==> config.mk <==
export PLATFORM = sky130hd
export DESIGN_NAME = uart_mem_bridge
export DESIGN_NICKNAME = d
export VERILOG_FILES = /design/src/rtl/uart_mem_bridge.sv
export SDC_FILE = /design/constraint.sdc
export NUM_CORES = 1
export LEC_CHECK = 0
export BUFFER_PORTS_ARGS = -buffer_cell sky130_fd_sc_hd__buf_2
export CORE_ASPECT_RATIO = 1.25
export CORE_MARGIN = 10
export CORE_UTILIZATION = 50
export CTS_CLUSTER_SIZE = 14
export DETAILED_ROUTE_END_ITERATION = 6
export GPL_ROUTABILITY_DRIVEN = 0
export PLACE_DENSITY_LB_ADDON = 0.25
export SYNTH_ARGS = -nofsm -noshare
export SYNTH_HDL_FRONTEND = slang
export SYNTH_SLANG_ARGS = --single-unit
==> constraint.sdc <==
create_clock -name clk_in -period 5.6 [get_ports clk_in]
set_input_delay 0.28 -clock clk_in [delete_from_list [all_inputs] [get_ports clk_in]]
set_output_delay 0.28 -clock clk_in [all_outputs]
set_load 0.005 [all_outputs]
==> src/rtl/uart_mem_bridge.sv <==
// uart_mem_bridge
//   Parses big-endian byte-stream commands from a UART receiver and turns
//   them into single-cycle memory strobes, returning an ack or read data
//   bytes over a valid/ready transmit handshake.
//     'W' <addr bytes> <data bytes> : write, responds with 'K' (0x4B)
//     'R' <addr bytes>              : read,  responds with DATA_BYTES bytes
//   A partial command that goes quiet for TIMEOUT_CYCLES aborts with err_out.
// Ports
//   clk_in, rst_in                 clock, async active-high reset
//   rx_data_in/rx_valid_in         received byte + one-cycle qualifier
//   mem_addr_out/mem_wdata_out     access address / write data (held between commands)
//   mem_we_out/mem_re_out          one-cycle write / read strobes
//   mem_rdata_in/mem_rvalid_in     read return data + qualifier
//   tx_data_out/tx_valid_out       byte to transmitter, held until tx_ready_in
//   busy_out                       high whenever not idle
//   err_out                        one-cycle pulse on timeout or dropped byte
module uart_mem_bridge #(
  parameter int ADDR_BYTES     = 4,
  parameter int DATA_BYTES     = 4,
  parameter int TIMEOUT_CYCLES = 65535
) (
  input  logic                    clk_in,
  input  logic                    rst_in,
  input  logic [7:0]              rx_data_in,
  input  logic                    rx_valid_in,
  output logic [8*ADDR_BYTES-1:0] mem_addr_out,
  output logic [8*DATA_BYTES-1:0] mem_wdata_out,
  output logic                    mem_we_out,
  output logic                    mem_re_out,
  input  logic [8*DATA_BYTES-1:0] mem_rdata_in,
  input  logic                    mem_rvalid_in,
  output logic [7:0]              tx_data_out,
  output logic                    tx_valid_out,
  input  logic                    tx_ready_in,
  output logic                    busy_out,
  output logic                    err_out
);

  localparam int AW = 8 * ADDR_BYTES;
  localparam int DW = 8 * DATA_BYTES;
  localparam int TW = $clog2(TIMEOUT_CYCLES + 1);

  typedef enum logic [2:0] {
    S_IDLE,
    S_ADDR,
    S_DATA,
    S_MEM_WAIT,
    S_RESP
  } state_t;

  state_t          state_q, state_d;
  logic            op_wr_q, op_wr_d;
  logic [3:0]      cnt_q, cnt_d;        // bytes received, or bytes still to send in RESP
  logic [TW-1:0]   tmo_q, tmo_d;
  logic [AW-1:0]   addr_q, addr_d;
  logic [DW-1:0]   wdata_q, wdata_d;
  logic [DW-1:0]   rsp_q, rsp_d;        // remaining read bytes, next one at the top
  logic [7:0]      tx_data_q, tx_data_d;
  logic            tx_valid_q, tx_valid_d;
  logic            we_q, we_d;
  logic            re_q, re_d;
  logic            err_q, err_d;
  logic            busy_q, busy_d;

  always_ff @(posedge clk_in or posedge rst_in) begin
    if (rst_in) begin
      state_q    <= S_IDLE;
      op_wr_q    <= 1'b0;
      cnt_q      <= '0;
      tmo_q      <= '0;
      addr_q     <= '0;
      wdata_q    <= '0;
      rsp_q      <= '0;
      tx_data_q  <= '0;
      tx_valid_q <= 1'b0;
      we_q       <= 1'b0;
      re_q       <= 1'b0;
      err_q      <= 1'b0;
      busy_q     <= 1'b0;
    end else begin
      state_q    <= state_d;
      op_wr_q    <= op_wr_d;
      cnt_q      <= cnt_d;
      tmo_q      <= tmo_d;
      addr_q     <= addr_d;
      wdata_q    <= wdata_d;
      rsp_q      <= rsp_d;
      tx_data_q  <= tx_data_d;
      tx_valid_q <= tx_valid_d;
      we_q       <= we_d;
      re_q       <= re_d;
      err_q      <= err_d;
      busy_q     <= busy_d;
    end
  end

  always_comb begin
    state_d    = state_q;
    op_wr_d    = op_wr_q;
    cnt_d      = cnt_q;
    tmo_d      = tmo_q;
    addr_d     = addr_q;
    wdata_d    = wdata_q;
    rsp_d      = rsp_q;
    tx_data_d  = tx_data_q;
    tx_valid_d = tx_valid_q;
    we_d       = 1'b0;
    re_d       = 1'b0;
    err_d      = 1'b0;

    unique case (state_q)
      S_IDLE: begin
        if (rx_valid_in && (rx_data_in == 8'h57 || rx_data_in == 8'h52)) begin
          op_wr_d = (rx_data_in == 8'h57);
          cnt_d   = '0;
          tmo_d   = '0;
          state_d = S_ADDR;
        end
      end

      S_ADDR: begin
        if (rx_valid_in) begin
          addr_d = (addr_q << 8) | AW'(rx_data_in);
          tmo_d  = '0;
          if (cnt_q == 4'(ADDR_BYTES - 1)) begin
            cnt_d = '0;
            if (op_wr_q) begin
              state_d = S_DATA;
            end else begin
              re_d    = 1'b1;
              state_d = S_MEM_WAIT;
            end
          end else begin
            cnt_d = cnt_q + 4'd1;
          end
        end else if (tmo_q == TW'(TIMEOUT_CYCLES - 1)) begin
          err_d   = 1'b1;
          state_d = S_IDLE;
        end else begin
          tmo_d = tmo_q + TW'(1);
        end
      end

      S_DATA: begin
        if (rx_valid_in) begin
          wdata_d = (wdata_q << 8) | DW'(rx_data_in);
          tmo_d   = '0;
          if (cnt_q == 4'(DATA_BYTES - 1)) begin
            // Ack byte is loaded now but only raised as valid one cycle
            // later, so it trails the write strobe.
            we_d      = 1'b1;
            tx_data_d = 8'h4B;
            cnt_d     = '0;
            state_d   = S_RESP;
          end else begin
            cnt_d = cnt_q + 4'd1;
          end
        end else if (tmo_q == TW'(TIMEOUT_CYCLES - 1)) begin
          err_d   = 1'b1;
          state_d = S_IDLE;
        end else begin
          tmo_d = tmo_q + TW'(1);
        end
      end

      S_MEM_WAIT: begin
        if (rx_valid_in) err_d = 1'b1;
        if (mem_rvalid_in) begin
          tx_data_d  = mem_rdata_in[DW-1 -: 8];
          rsp_d      = mem_rdata_in << 8;
          tx_valid_d = 1'b1;
          cnt_d      = 4'(DATA_BYTES - 1);
          state_d    = S_RESP;
        end
      end

      S_RESP: begin
        if (rx_valid_in) err_d = 1'b1;
        if (!tx_valid_q) begin
          tx_valid_d = 1'b1;
        end else if (tx_ready_in) begin
          if (cnt_q == '0) begin
            tx_valid_d = 1'b0;
            state_d    = S_IDLE;
          end else begin
            tx_data_d = rsp_q[DW-1 -: 8];
            rsp_d     = rsp_q << 8;
            cnt_d     = cnt_q - 4'd1;
          end
        end
      end

      default: state_d = S_IDLE;
    endcase

    busy_d = (state_d != S_IDLE);
  end

  assign mem_addr_out  = addr_q;
  assign mem_wdata_out = wdata_q;
  assign mem_we_out    = we_q;
  assign mem_re_out    = re_q;
  assign tx_data_out   = tx_data_q;
  assign tx_valid_out  = tx_valid_q;
  assign busy_out      = busy_q;
  assign err_out       = err_q;

endmodule
==> results of run 1 <==
-- state kept, by name (all words and copies together) (netlist names) --
name / flops
mem_re_out: 1
mem_we_out: 1
mem_wdata_out: 32
busy_out: 1
tx_data_out: 8
mem_addr_out: 32
tmo_q: 16
cnt_q: 4
rsp_q: 24
op_wr_q: 1
tx_valid_out: 1
state_q: 3
err_out: 1
-- path summary, 6_finish.rpt --
kind	endpoint	depth (start not counted)	start
max	rsp_q[31]	6	state_q[1]
min	rsp_q[11]	3	mem_rdata_in[3]
max reg2reg	rsp_q[31]	6	state_q[1]
min reg2reg	rsp_q[8]	2	rsp_q[8]
max in group asynchronous	tmo_q[15]	4	rst_in
min in group asynchronous	mem_wdata_out[26]	3	rst_in
-- logic make-up (layout without fill, tap and decap cells) --
| family | after synthesis | count (layout) | share of synthesized area [%] |
|---|---|---|---|
| buffers and inverters | 39 | 166 | 3.23 |
| adders and majority gates | 5 | 5 | 1.11 |
| xor gates and xnor gates | 2 | 2 | 0.310 |
| AOI/OAI and AO/OA | 114 | 114 | 12.6 |
| and+or+nand+nor | 122 | 122 | 11.6 |
| DFF | 125 | 125 | 55.3 |
| muxes | 82 | 82 | 15.9 |
-- power by group --
part / leakage [uW] / total (uW) / switching, uW / internal (uW)
registers: 0.00163 / 1430 / 227 / 1200
clock network: 0.000268 / 1050 / 421 / 628
logic: 0.00156 / 898 / 461 / 437
-- synthesized netlist by cell type, types with 2 or more instances --
cell       number
nand4_1         2
o31ai_1         7
nor2_1         20
o21ai_1        31
mux2_2         40
a221o_1         2
buf_2          13
nand3_1         3
or3b_1          4
nand2_1        47
o21ai_0        19
nand2b_1        3
o2111ai_1       5
and3_1          3
ha_1            5
buf_6           2
mux2i_1        17
mux2_1         25
clkbuf_1       16
or3_1           8
o21a_1          2
dfrtp_1       125
and2_1          3
and4_1          4
a31oi_1         6
nor3_1          7
a22oi_1         9
a21oi_1        24
inv_1           6
or4_1           6
-- cell type report --
type	count	area, um2
Multi-Input combinational cell	325	2350
Clock buffer	18	439
Fill cell	908	4180
Clock inverter	14	133
Tap cell	135	169
Inverter	6	25.0
Timing Repair Buffer	128	661
Sequential cell	125	3130
-- stage by stage --
stage	setup slack [ns]	instances	power [uW]	hold WS, ns
after CTS	3.07	751	3410	0.0806
after floorplan	1.99	489	1970	0.407
after global placement	3.12	718	2310	0.407
after global routing	2.85	751	3580	0.0914
final	3.04	751	3380	0.0899
after detailed placement	2.99	718	2350	0.406
-- layer usage --
metal	up-vias	routed length, um
li1	1999	-
met1	2046	5250
met2	113	6720
met3	19	854
met4	0	222
met5	-	0
-- tightest hold or removal path, stage by stage --
cell	delay, ns
buf_2	0.09
nand2_1	0.04
o21ai_1	0.05
-- cell usage in the layout, fill, tap and decap left out, drive strengths merged, types with 2 or more instances in the layout --
master,synthesis,final
and4,4,4
a31oi,7,7
dfrtp,125,125
nor2,20,20
ha,5,5
inv,6,11
or2,2,2
or4,6,6
and3,3,3
nand4,2,2
a22oi,9,9
mux2,65,65
o31ai,8,8
clkinvlp,0,5
a221o,2,2
buf,16,127
or3,8,8
o21ai,50,50
nor3,7,7
and2,3,3
clkinv,0,3
clkbuf,17,18
nand3,3,3
o21a,2,2
nand2,47,47
or3b,5,5
mux2i,17,17
a21oi,24,24
nand2b,3,3
o2111ai,5,5
-- what timing repair did --
action	CTS	global route
setup endpoints to repair	0	0
hold buffers	1	0
endpoints found under the hold margin	50	0
==> impl_metrics.ini, run 1 <==
[die]
rows = 43
floorplan.die.height_um = 139
coreArea_um2 = 11100
die-width_um = 115
start_util_pct = 51.1
pin_count = 122
die-area_um2 = 16000

[finish]
relative_area_change_from_synthesis_to_final_layout_pct = 22.1
finish.instance_area_um2 = 6910
fraction_of_final_layout_cells_with_drive_strength_greater_than_1_pct = 33.8
design.final.nets = 653
finish.utilization_pct = 62.3
antenna-diode-count = 0

[detailed_routing]
drt_wl_total_um = 13100
via_count = 4177
wire_per_inst_um = 17.4
via_per_inst = 5.56
ant_nets = 0
route.detailed.drc = 0
drt_iter0_markers = 280
drt_pre_antenna_iters = 4

[clock_network]
clkTransAtPathRegs_ns = 0.06
tritoncts_sinks = 125
worstSkewPairLatency_ns = 0.41
post_cts.repair.setup_buffers = 0
cts-root-buf = clkbuf_16
numCtsBuffers = 17
cts_buffer_depth = 2
cts.repair.resized = 0
cts_tree = done
cts_htree_levels = 4

[logic_synthesis]
synth_top_cell_area_share_pct = 55.3
syn-mean-instance-area_um2 = 11.6
synth-async-reset-ratio_pct = 100
synth_flop_cell = dfrtp_1
yosys-top-cells-area = dfrtp_1, mux2_2, mux2_1
synth_top_cell_by_area = dfrtp_1
syn-num-nets = 539
yosysWarningCount = 0
part_of_the_yosys_area_used_for_sequential_elements_pct = 55.3
synth-edff-count = 0
netlist_instances = 489
netlist_area_um2 = 5660
ys_seq_elements = 125
post_synth_num_cell_types = 55

[grt]
grt_start_max_net_pins = 76
groute.usage.overall_pct = 16.3
grtUsageMet1_pct = 19.4
top_usage_layer_grt = met2
first_global_vias = 4198
grt_use_met3_pct = 5.50
global_route.overflow_total = 0
grt_antenna_before_repair = 0
global_route.usage.met2_pct = 26.7
grt_first_pass_wirelength_um = 21300

[setup_path]
worst_ep_required_time_ns = 5.87
crit_chain = and3b_1, or2_1, or3b_1, buf_4, nand2_1, o21ai_1
worst-path-buf-inv = 1
crit_path_top_delay_cell = dfrtp_1
critical_path_source_type = flip-flop
setup.worst_path.class = flip-flop to flip-flop
crit_path_dat_ns = 2.84
cpLargestDelayFamily = simple AND/OR/NAND/NOR gates
slowest_delay_ns = 0.68
cp_max_fo = 48
r2r_slack_ns = 3.04
crit_path_end_kind = flip-flop

[sta]
finalCritPeriodShare_pct = 45.8
clock_skew_ns = 0.00766
unrepaired_setup_endpoints_after_global_routing = false
maxSlewViolCount = 0
worst_pin_slew_ns = 0.933
finalHoldViolCount = 0
slew_headroom_pct = 37.7
timing.setup.tns_ns = 0
timing.final.crit_period_ns = 2.56
clock.fmax_mhz = 390
setup_viol = 0

[placed_design]
place_hpwl_um = 9160
port_buffers = 121
placement.cell_area_um2 = 6330

[power]
leakagePower_uw = 0.00346
pwr_cell_area_nw_per_um2 = 489
vdd.ir_drop.worst_uv = 249

[flow_run]
cap_viol_max_count = 0

[min_path]
hold_path.class = input port to flip-flop

[status]
run_status = finished clean
No activity file was read; power rests on OpenSTA's default activity.
==> inputs of run 2 (changes only) <==
--- a/config.mk
+++ b/config.mk
@@ -8,7 +8,7 @@
 export BUFFER_PORTS_ARGS = -buffer_cell sky130_fd_sc_hd__buf_2
 export CORE_ASPECT_RATIO = 1.25
 export CORE_MARGIN = 10
-export CORE_UTILIZATION = 50
+export CORE_UTILIZATION = 49
 export CTS_CLUSTER_SIZE = 14
 export DETAILED_ROUTE_END_ITERATION = 6
 export GPL_ROUTABILITY_DRIVEN = 0
==> constraint.sdc (replaced) <==
create_clock -name clk_in -period 2.35 [get_ports clk_in]
set_input_delay 0.1175 -clock clk_in [delete_from_list [all_inputs] [get_ports clk_in]]
set_output_delay 0.1175 -clock clk_in [all_outputs]
set_load 0.005 [all_outputs]
==> run 2 against run 1 <==
Against the previous run: routed wire length increased by 6.0%; combinational power increased to 2.6 times the previous value; critical path depth unchanged; largest cell class unchanged.
==> impl_metrics.ini, run 2 (same netlist as run 1, synthesis figures left out) <==
[die]
floorplan.die.height_um = 140
coreArea_um2 = 11200
pin_count = 122
start_util_pct = 50.6
die-area_um2 = 16300
die-width_um = 116
rows = 43

[detailed_routing]
drt_pre_antenna_iters = 5
ant_nets = 0
drt_iter0_markers = 243
via_per_inst = 5.50
drt_wl_total_um = 13800
route.detailed.drc = 0
via_count = 4361
wire_per_inst_um = 17.4

[clock_network]
cts-root-buf = clkbuf_16
numCtsBuffers = 17
clkTransAtPathRegs_ns = 0.06
cts_htree_levels = 4
worstSkewPairLatency_ns = 0.41
tritoncts_sinks = 125
cts_tree = done
cts_buffer_depth = 2

[finish]
antenna-diode-count = 0
design.final.nets = 695
relative_area_change_from_synthesis_to_final_layout_pct = 30.7
fraction_of_final_layout_cells_with_drive_strength_greater_than_1_pct = 32.8
finish.instance_area_um2 = 7400
mostFrequentLayoutCell = dfrtp_1
final_cell_mix = dfrtp_1, buf_2, nand2_1, mux2_2, dlygate4sd3_1
number_of_inserted_filler_cells_in_the_final_layout = 846

[setup_path]
cp_max_fo = 5
crit_path_end_kind = flip-flop
critical_path_source_type = flip-flop
crit_path_dat_ns = 2.46
setup.worst_path.class = flip-flop to flip-flop
worst_ep_required_time_ns = 2.63

[status]
run_status = finished clean

[sta]
finalCritPeriodShare_pct = 92.8
clock.fmax_mhz = 459
unrepaired_setup_endpoints_after_global_routing = false
clock_skew_ns = 0.00769
worst_pin_slew_ns = 0.641
timing.final.crit_period_ns = 2.18
setup_viol = 0
finalHoldWorstSlack_ns = 0.0288
finalHoldViolCount = 0
post-route-worst-setup-slack_ns = 0.169
slew_headroom_pct = 57.3
maxSlewViolCount = 0
timing.setup.tns_ns = 0

[grt]
grt_start_max_net_pins = 126
grt_first_pass_wirelength_um = 22900
groute.usage.overall_pct = 17.5
grt_antenna_before_repair = 0
global_route.overflow_total = 0
first_global_vias = 4607

[placed_design]
place_hpwl_um = 9430
placement.cell_area_um2 = 6430
port_buffers = 121
dp_worst_setup_slack_ns = 0.0969

[flow_run]
cap_viol_max_count = 0

[min_path]
hold_path.class = input port to flip-flop

[power]
vdd.ir_drop.worst_uv = 649
leakagePower_uw = 0.00368
pwr_cell_area_nw_per_um2 = 1140
run 2: cell count changes in the layout (fill, tap and decap cells not counted), sizes merged:
cell / previous run / this run
clkbuf: 18 / 20
bufinv: 1 / 4
buf: 127 / 137
clkinv: 3 / 5
clkinvlp: 5 / 2
dlygate4sd3: 1 / 33
inv: 11 / 7
run 2: where the power goes:
group          switching, uW  internal (uW)
Sequential               510           2870
Clock                    958           1810
Combinational           1180           1130
Total                   2640           5810
run 2: metal layers:
metal | share of wire [%] | global-route usage [%] | vias up | routed length (um)
met5 | 0 | 0 | - | 0
met4 | 1.7 | 5.94 | 0 | 242
met3 | 5.6 | 5.60 | 17 | 770
met2 | 52 | 29.9 | 124 | 7250
met1 | 40 | 20.0 | 2125 | 5570
li1 | - | - | 2095 | -
run 2: worst max-delay path, cell delays in order, from the launching register on:
cell,delay (ns)
dfrtp_1,0.43
inv_1,0.12
ha_1,0.14
or3b_1,0.42
or2_0,0.25
a221o_1,0.31
or3_1,0.37
run 2: area by class of cell:
type | instances | area, um2 | share of cell area (%)
multi-input cells | 325 | 2360 | 31.9
well taps | 135 | 169 | 2.28
clock buffers | 20 | 447 | 6.04
repair buffers | 170 | 1080 | 14.6
flip-flops and latches | 125 | 3130 | 42.3
clock inverters | 12 | 185 | 2.50
inverters | 6 | 26.3 | 0.355
run 2: final timing paths:
check	startpoint	end	slack (ns)	cells after the start
worst max-delay path	cnt_q[1]	busy_out	0.17	6
worst min-delay path	mem_rdata_in[29]	tx_data_out[5]	0.03	3
worst max register to register	cnt_q[1]	busy_out	0.17	6
worst min register to register	mem_wdata_out[26]	mem_wdata_out[26]	0.48	1
max in group asynchronous	rst_in	tmo_q[6]	1.44	4
min in group asynchronous	rst_in	mem_wdata_out[18]	0.45	4
run 2: stage by stage:
stage | instances | util, % | total power, uW
2_1_floorplan | 489 | - | 4690
3_3_place_gp | 728 | 57.4 | 5550
3_5_place_dp | 728 | 57.4 | 5690
4_1_cts | 793 | 66.0 | 8540
5_1_grt | 793 | 66.1 | 8980
6_report | 793 | 66.1 | 8460
run 2: what timing repair did:
action                                  in CTS  in global routing
endpoints found under the setup margin       0                  8
gates resized for setup                      0                  1
setup buffers                                0                  0
hold buffers                                33                  0
hold endpoints to repair                   164                  0
